[src/rtl/conf_master.sv]
// CONF write-channel initiator: buffers host register writes in a small FIFO
// and issues them one at a time on the CONF channel with c_ready backpressure and a timeout.
module conf_master #(
    parameter int unsigned C_ADDR_WIDTH = 8,
    parameter int unsigned C_DATA_WIDTH = 32,
    parameter int unsigned DEPTH        = 4,
    parameter int unsigned TIMEOUT      = 16
) (
    input  logic                    clk,
    input  logic                    rst_n,
    input  logic                    h_valid,
    output logic                    h_ready,
    input  logic [C_ADDR_WIDTH-1:0] h_addr,
    input  logic [C_DATA_WIDTH-1:0] h_data,
    output logic [C_ADDR_WIDTH-1:0] c_addr,
    output logic [C_DATA_WIDTH-1:0] c_data,
    output logic                    c_valid,
    input  logic                    c_ready,
    output logic                    busy,
    output logic                    done,
    output logic                    err,
    output logic [15:0]             wr_count
);

    localparam int unsigned PTR_W  = $clog2(DEPTH);
    localparam int unsigned PTRX_W = PTR_W + 1;
    localparam int unsigned WAIT_W = $clog2(TIMEOUT + 1);

    typedef enum logic {
        IDLE  = 1'b0,
        DRIVE = 1'b1
    } state_t;

    state_t                  r_state;
    state_t                  w_next_state;
    logic [C_ADDR_WIDTH-1:0] r_mem_addr [DEPTH];
    logic [C_DATA_WIDTH-1:0] r_mem_data [DEPTH];
    logic [PTR_W:0]          r_wptr;
    logic [PTR_W:0]          r_rptr;
    logic [C_ADDR_WIDTH-1:0] r_c_addr;
    logic [C_DATA_WIDTH-1:0] r_c_data;
    logic [WAIT_W-1:0]       r_wait;
    logic                    r_done;
    logic                    r_err;
    logic [15:0]             r_wr_count;
    logic                    w_empty;
    logic                    w_full;
    logic                    w_push;
    logic                    w_pop;
    logic                    w_accept;
    logic                    w_timeout;

    // Extra wrap bit distinguishes full from empty when the indices match.
    assign w_empty = (r_wptr == r_rptr);
    assign w_full  = (r_wptr[PTR_W] != r_rptr[PTR_W]) &&
                     (r_wptr[PTR_W-1:0] == r_rptr[PTR_W-1:0]);
    assign h_ready = rst_n & ~w_full;
    assign w_push  = h_valid & h_ready;

    assign c_valid  = (r_state == DRIVE);
    assign c_addr   = r_c_addr;
    assign c_data   = r_c_data;
    assign busy     = ~w_empty | c_valid;
    assign done     = r_done;
    assign err      = r_err;
    assign wr_count = r_wr_count;

    always_ff @(posedge clk) begin
        if (!rst_n) begin
            r_state <= IDLE;
        end else begin
            r_state <= w_next_state;
        end
    end

    // Retire on acceptance or timeout; refill immediately if another entry is queued.
    always_comb begin
        w_next_state = r_state;
        w_pop        = 1'b0;
        w_accept     = 1'b0;
        w_timeout    = 1'b0;
        case (r_state)
            IDLE: begin
                if (!w_empty) begin
                    w_pop        = 1'b1;
                    w_next_state = DRIVE;
                end
            end
            DRIVE: begin
                w_accept  = c_ready;
                w_timeout = ~c_ready && (r_wait == WAIT_W'(TIMEOUT - 1));
                if (w_accept || w_timeout) begin
                    if (!w_empty) begin
                        w_pop = 1'b1;
                    end else begin
                        w_next_state = IDLE;
                    end
                end
            end
            default: w_next_state = IDLE;
        endcase
    end

    always_ff @(posedge clk) begin
        if (w_push) begin
            r_mem_addr[r_wptr[PTR_W-1:0]] <= h_addr;
            r_mem_data[r_wptr[PTR_W-1:0]] <= h_data;
        end
    end

    always_ff @(posedge clk) begin
        if (!rst_n) begin
            r_wptr     <= '0;
            r_rptr     <= '0;
            r_c_addr   <= '0;
            r_c_data   <= '0;
            r_wait     <= '0;
            r_done     <= 1'b0;
            r_err      <= 1'b0;
            r_wr_count <= '0;
        end else begin
            if (w_push) begin
                r_wptr <= r_wptr + PTRX_W'(1);
            end
            if (w_pop) begin
                r_c_addr <= r_mem_addr[r_rptr[PTR_W-1:0]];
                r_c_data <= r_mem_data[r_rptr[PTR_W-1:0]];
                r_rptr   <= r_rptr + PTRX_W'(1);
                r_wait   <= '0;
            end else if (r_state == DRIVE && !c_ready) begin
                r_wait <= r_wait + WAIT_W'(1);
            end
            r_done <= w_accept;
            r_err  <= w_timeout;
            if (w_accept) begin
                r_wr_count <= r_wr_count + 16'd1;
            end
        end
    end

endmodule

[config.mk]
export PLATFORM = sky130hd
export DESIGN_NAME = conf_master
export DESIGN_NICKNAME = d
export VERILOG_FILES = /design/src/rtl/conf_master.sv
export SDC_FILE = /design/constraint.sdc
export NUM_CORES = 1
export LEC_CHECK = 0
export CAP_MARGIN = 10
export CORE_ASPECT_RATIO = 1.1
export CORE_MARGIN = 3
export CORE_UTILIZATION = 59
export DETAILED_ROUTE_END_ITERATION = 10
export PLACE_DENSITY = 0.84
export SLEW_MARGIN = 5
export SYNTH_ARGS = -nofsm -noshare
export SYNTH_HDL_FRONTEND = slang
export SYNTH_SLANG_ARGS = --single-unit
[constraint.sdc]
create_clock -name clk -period 5.35 [get_ports clk]
set_input_delay 1.3375 -clock clk [delete_from_list [all_inputs] [get_ports clk]]
set_output_delay 1.3375 -clock clk [all_outputs]
set_load 0.05 [all_outputs]
==> results of run 1 <==
[worst paths after layout]
check	startpoint	end
worst min-delay path	c_data[30]$_SDFFE_PN0P_	c_data[30]$_SDFFE_PN0P_
worst min register to register	c_data[30]$_SDFFE_PN0P_	c_data[30]$_SDFFE_PN0P_
worst max register to register	r_wait[0]$_SDFFE_PP0P_	c_data[16]$_SDFFE_PN0P_
worst max-delay path	r_wptr[0]$_SDFFE_PN0N_	busy
[layout by cell type (no fill, tap or decap), types with 11 or more instances in the layout]
| master | n |
|---|---|
| clkdlybuf4s50_1 | 102 |
| mux4_2 | 40 |
| dfxtp_1 | 68 |
| o21ai_1 | 43 |
| clkbuf_16 | 23 |
| a21oi_1 | 11 |
| xor2_1 | 12 |
| nand2_1 | 53 |
| nand3_1 | 49 |
| edfxtp_1 | 160 |
| nor2_1 | 19 |
[area by class of cell]
type,instances,area (um2),area share [%]
Clock inverter,10,121,1.15
Timing Repair Buffer,109,1070,10.2
Clock buffer,30,612,5.80
Multi-Input combinational cell,284,2280,21.6
Sequential cell,230,6210,58.9
Inverter,5,18.8,0.178
Tap cell,188,235,2.23
[per-layer routing]
layer / part of all wire, % / GRT usage, % / wire length [um] / vias up
met5: 0 / 0 / 0 / -
met4: 3.2 / 8.09 / 568 / 0
met3: 5.5 / 3.42 / 978 / 43
met2: 53 / 39.7 / 9430 / 181
met1: 39 / 28.8 / 6880 / 2540
li1: - / - / - / 2294
[registers in the layout, indices dropped and copies added (netlist names)]
name,cells
r_mem_data,128
c_data,32
r_mem_addr,32
wr_count,16
c_addr,8
r_wait,5
r_rptr,3
r_wptr,3
c_valid,1
done,1
err,1
[cell usage after synthesis (5+ instances only)]
cell	number
edfxtp_1	160
dfxtp_1	70
nand2_1	53
nand3_1	49
o21ai_1	43
mux4_2	40
nor2_1	19
clkbuf_1	18
xor2_1	12
a21oi_1	11
ha_1	8
and3_1	7
buf_2	7
nand4_1	6
buf_4	5
[critical path, delay by kind of cell (launching register included)]
| family | cells | cell delay, ps |
|---|---|---|
| buffers and inverters | 1 | 730 |
| flip-flops | 1 | 490 |
| XOR/XNOR | 1 | 180 |
| AND/OR/NAND/NOR | 2 | 610 |
[per-stage QoR]
stage	std cells	power, mW	hold WS [ps]	utilization [%]
6_report	856	5.40	456	74.9
5_1_grt	856	5.62	487	74.9
4_1_cts	856	5.44	458	74.9
3_5_place_dp	816	3.85	450	69.7
3_3_place_gp	816	3.80	445	69.7
2_1_floorplan	553	3.38	461	-
[power breakdown]
part           switching [mW]  internal [mW]  leakage [nW]
logic                    1.05          0.571          1.10
clock network           0.618          0.945         0.360
registers               0.116           2.10          2.03
[cells by family (layout without fill, tap and decap cells)]
| family | Yosys count | count (layout) | share of synthesized area (%) |
|---|---|---|---|
| fa+ha+maj | 8 | 8 | 1.16 |
| xor+xnor | 18 | 18 | 2.00 |
| compound gates | 64 | 64 | 4.05 |
| mux | 40 | 40 | 10.4 |
| flops | 230 | 230 | 71.7 |
| simple gates | 154 | 154 | 8.55 |
| buf+inv | 39 | 154 | 2.10 |
==> results by group, run 1 <==
Min path
  • Hold WC Path Type: register to register
  • Hold path depth: 2

Clock network
  • Postcts setup bufs: 0
  • Resized cells post-CTS: 0
  • # hold bufs at CTS: 0
  • Clock transition at path regs: 60 ps
  • CTS tree: built
  • H-Tree Depth: 1
  • Clock Tree Buf Depth: 3
  • Root Driver: clkbuf_16
  • Clk sink count: 230
  • Clock buffer count from CTS: 22
  • Worst-Skew Late Latency: about 490 ps

Route
  • Vias after detailed routing: 5058
  • First drt pass iteration count: 5
  • Average wire per standard cell: 20.9 um
  • DR vias/cell: 5.91
  • Starting DRT DRC Count: 354
  • Residual DRC: 0
  • Detailed Route WL: 17.9 mm
  • Post-DRT Antenna Nets: 0

Floorplanning
  • FP Rows: 45
  • Die Wd: 121 um
  • Die H: 133 um
  • I/O pin total: 105
  • Core outline area: 14100 um2
  • DIE AREA: 16200 um2
  • Initial Util: about three fifths

STA
  • Setup TNS: 0 ps
  • Fin. Hold Viols: 0
  • Final setup margin: roughly 1500 ps
  • RSZ-0062 raised after global routing: false
  • Final period utilization: 71.8%
  • Slew margin rel.: 26.1%
  • Fin. max-slew vios: 0
  • Fmax: 260 MHz
  • Final setup fails: 0
  • Min cycle time layout: about 3800 ps
  • Worst-margin pin slew: 1110 ps
  • Clock skew: 12.5 ps

Worst setup path
  • Number of cells on the worst reg-to-reg path: 8
  • Slowest stage cell on the critical path: clkdlybuf4s50_1
  • Worst setup EP type: output pin
  • CP Max Fanout: 5
  • CP max stage delay: 730 ps
  • Crit path required time: ~4000 ps
  • Critical path, cell by cell: xor2_2, nor3_1, nand2b_1, clkdlybuf4s50_1
  • Critical Path Start Type: register
  • Critical path class: register to output pin
  • Worst R2R Setup Slack: between 2000 and 3000 ps
  • Crit path DAT: ~2500 ps

Yosys
  • Cell variety after synth: 38
  • Yosys top cell by area: edfxtp_1
  • Syn_nets: 605
  • Seq/Total Area, Yosys: 71.7%
  • Post-synth top area share: a little under three fifths
  • Yosys reg bits: 230
  • Syn Inst Count: 553
  • Avg Inst Size Synth: 15.6 um2
  • Asr flop ratio synth: 0%
  • Primary FF master, synth: edfxtp_1
  • EDFF count, synth: 160
  • Cell Area, Synth: 8650 um2
  • Synthesis Warnings: 0
  • Synth area leaders: edfxtp_1 (56%), dfxtp_1 (16%), mux4_2 (10%)

Final layout
  • Final instance area: about 11000 um2
  • Final nets: 704
  • # diodes: 0
  • Share of layout cells above drive strength 1: 13.3%
  • FILL cells: around 850
  • Syn-to-layout area delta: 21.9%

Place
  • Dpl hpwl: ~10 mm
  • Gpl congestion: 0.756
  • Place WS: 1690 ps
  • I/O Buffers: 104
  • Placement Cell Area: 9810 um2

Run status
  • Status: complete, no violations

Global route
  • First-pass GRT wire length: 28.4 mm
  • GRT Overall Usage: 22.7%
  • Congestion Overflow GR: 0
  • Initial antenna violation count: 0
  • Vias in the first global route: ~5200
  • Largest net degree at the start of global routing: 90

Power and ir drop
  • Cell Pwr Density: 512 nW/um2
  • LEAKAGE: approximately 3.5 nW
  • Peak VDD IR: 0.000373 V

Job
  • Maxcap violations: 0
(Power assumes the default switching activity.)
==> run 2: changes to the inputs <==
--- a/config.mk
+++ b/config.mk
@@ -8,9 +8,9 @@
 export CAP_MARGIN = 10
 export CORE_ASPECT_RATIO = 1.1
 export CORE_MARGIN = 3
-export CORE_UTILIZATION = 59
+export CORE_UTILIZATION = 50
 export DETAILED_ROUTE_END_ITERATION = 10
-export PLACE_DENSITY = 0.84
+export PLACE_DENSITY = 0.76
 export SLEW_MARGIN = 5
 export SYNTH_ARGS = -nofsm -noshare
 export SYNTH_HDL_FRONTEND = slang
==> constraint.sdc (replaced) <==
create_clock -name clk -period 3.2 [get_ports clk]
set_input_delay 0.8 -clock clk [delete_from_list [all_inputs] [get_ports clk]]
set_output_delay 0.8 -clock clk [all_outputs]
set_load 0.05 [all_outputs]
==> run 2 against run 1 <==
  * Global-route usage is 4.8 points lower
  * Utilization is 10 points lower
  * Register-to-register slack worse by 1800 ps
  * Sequential cell count stayed put
  * Worst setup slack worse by 1100 ps
  * Combinational power is 67% higher
  * Hold slack worse by 1.6 ps
  * Count of clock-buffer cells in the layout is 2 higher
  * Cell count is 6.0% higher
  * Power is 71% higher
  * Non-clock buffer count is 6 higher
==> results by group, run 2 (synthesized netlist as in run 1, its figures left out) <==
Clock network
  • CTS tree: built
  • Root Driver: clkbuf_16
  • Worst-Skew Late Latency: 490 ps (about the same)
  • H-Tree Depth: 1 (unchanged)
  • Clock Tree Buf Depth: 3 (unchanged)
  • Postcts setup bufs: 0 (unchanged)
  • Clock transition at path regs: 60 ps (about the same)
  • # hold bufs at CTS: 0 (unchanged)
  • Clock buffer count from CTS: 24 (+9.1%)
  • Resized cells post-CTS: 0 (unchanged)
  • Clk sink count: 230 (unchanged)

Floorplanning
  • Core outline area: 16700 um2 (+18%)
  • Die H: 144 um (+8.2%)
  • I/O pin total: 105 (unchanged)
  • Die Wd: 131 um (+8.2%)
  • FP Rows: 49 (+8.9%)
  • DIE AREA: 18900 um2 (+17%)
  • Initial Util: 51.9% (-9.6 points)

Global route
  • Initial antenna violation count: 0 (unchanged)
  • Grt peak-use layer: met2
  • M1 GR Usage: 23.5% (-5.4 points)
  • Largest net degree at the start of global routing: 87 (-3.3%)
  • GRT met2 Usage: 30.8% (-8.8 points)
  • Met3 Usage GRT: 3.99% (+0.57 points)
  • First-pass GRT wire length: 26.9 mm (-5.2%)
  • Vias in the first global route: 4954 (-5.5%)
  • Congestion Overflow GR: 0 (unchanged)
  • GRT Overall Usage: 17.8% (-4.8 points)

Power and ir drop
  • Peak VDD IR: 0.000576 V (+54%)
  • LEAKAGE: 3.57 nW (+2.5%)
  • Cell Pwr Density: 855 nW/um2 (+67%)
  • Total power: 9.22 mW (+71%)

Worst setup path
  • Critical R2R Capture: c_addr[7]$_SDFFE_PN0P_
  • Crit path DAT: 1980 ps (-520 ps)
  • R2R Path Start: r_wait[0]$_SDFFE_PP0P_
  • Critical path class: register to output pin
  • Critical Path Start Type: register
  • Worst R2R Setup Slack: 900 ps (-1840 ps)
  • Worst setup EP type: output pin
  • Number of cells on the worst reg-to-reg path: 8 (unchanged)
  • Crit path required time: 2400 ps (-1610 ps)
  • CP Max Fanout: 5 (unchanged)

Route
  • Starting DRT DRC Count: 384 (+8.5%)
  • First drt pass iteration count: 4 (-1)
  • Vias after detailed routing: 4936 (-2.4%)
  • Post-DRT Antenna Nets: 0 (unchanged)
  • Residual DRC: 0 (unchanged)
  • DR vias/cell: 5.44 (-7.9%)
  • Detailed Route WL: 16.8 mm (-5.9%)
  • Average wire per standard cell: 18.5 um (-11%)

STA
  • Fmax: 359 MHz
  • Fin. Hold Viols: 0 (unchanged)
  • Hold Slack: 454 ps (-1.57 ps)
  • Fin. max-slew vios: 0 (unchanged)
  • Setup TNS: 0 ps (unchanged)
  • Worst-margin pin slew: 854 ps (-254 ps)
  • RSZ-0062 raised after global routing: false
  • Clock skew: 7.78 ps (-4.67 ps)
  • Slew margin rel.: 43.1% (+17 points)
  • Final period utilization: roughly 87%
  • Final setup fails: 0 (unchanged)
  • Min cycle time layout: around 2800 ps

Min path
  • Hold Path End: c_data[28]$_SDFFE_PN0P_
  • Hold path depth: 2 (unchanged)
  • Hold WC Path Type: register to register
  • HP Start: c_data[28]$_SDFFE_PN0P_

Job
  • Maxcap violations: 0 (unchanged)

Place
  • I/O Buffers: 104 (unchanged)
  • Dpl hpwl: 9.69 mm (-4.3%)
  • Gpl congestion: 0.795 (+5.2%)

Final layout
  • Final nets: 712 (+1.1%)
  • Most frequent cells in the layout: edfxtp_1 (160), clkdlybuf4s50_1 (101), dfxtp_1 (68), nand2_1 (53), nand3_1 (49)
  • Share of layout cells above drive strength 1: 15.1% (+1.7 points)
  • Max reg flops: 128 (unchanged)
  • Commonest non-fill, non-tap cell in the layout: edfxtp_1
  • Syn-to-layout area delta: 24.6%

Run status
  • Status: complete, no violations
run 2: stage by stage:
| step | instances | setup slack (ps) | util [%] | cell area, um2 |
|---|---|---|---|---|
| 2_1_floorplan | 553 | 238 | - | 8650 |
| 3_3_place_gp | 863 | 582 | 59.7 | 9960 |
| 3_5_place_dp | 863 | 557 | 59.7 | 9960 |
| 4_1_cts | 906 | 402 | 64.6 | 10800 |
| 5_1_grt | 906 | 325 | 64.6 | 10800 |
| 6_report | 907 | 416 | 64.6 | 10800 |
run 2: power breakdown:
group	switching (mW)	internal (mW)	leakage, nW
clock	1.08	1.72	0.399
combinational	1.73	0.981	1.14
sequential	0.198	3.51	2.03
run 2: worst max path at each step:
stage | startpoint | endpoint | cells past startpoint
detailed placement | c_ready | c_addr[7]$_SDFFE_PN0P_ | 6
global route | r_wptr[1]$_SDFFE_PN0N_ | busy | 4
CTS | r_wptr[1]$_SDFFE_PN0N_ | busy | 4
finish | r_wptr[0]$_SDFFE_PN0N_ | busy | 4
global placement | c_ready | r_rptr[0]$_SDFFE_PN0P_ | 6
floorplan | rst_n | h_ready | 4
run 2: area by class of cell:
type | instances | area [um2]
clock inverter | 11 | 143
multi-input combinational | 284 | 2280
fill | 1183 | 5900
sequential | 230 | 6210
timing repair buffer | 115 | 1170
antenna | 1 | 2.50
tap | 229 | 287
inverter | 5 | 18.8
clock buffer | 32 | 672
run 2: per-layer routing:
| layer | wire length [um] | vias to the layer above | share of wire (%) |
|---|---|---|---|
| li1 | - | 2320 | - |
| met1 | 6930 | 2435 | 41 |
| met2 | 8550 | 160 | 51 |
| met3 | 1090 | 21 | 6.5 |
| met4 | 242 | 0 | 1.4 |
| met5 | 0 | - | 0 |
run 2: critical path, stage by stage, from the launching register on:
cell      delay [ps]
dfxtp_1          460
xor2_2           170
nor3_1           520
nand2b_1         130
buf_4            220
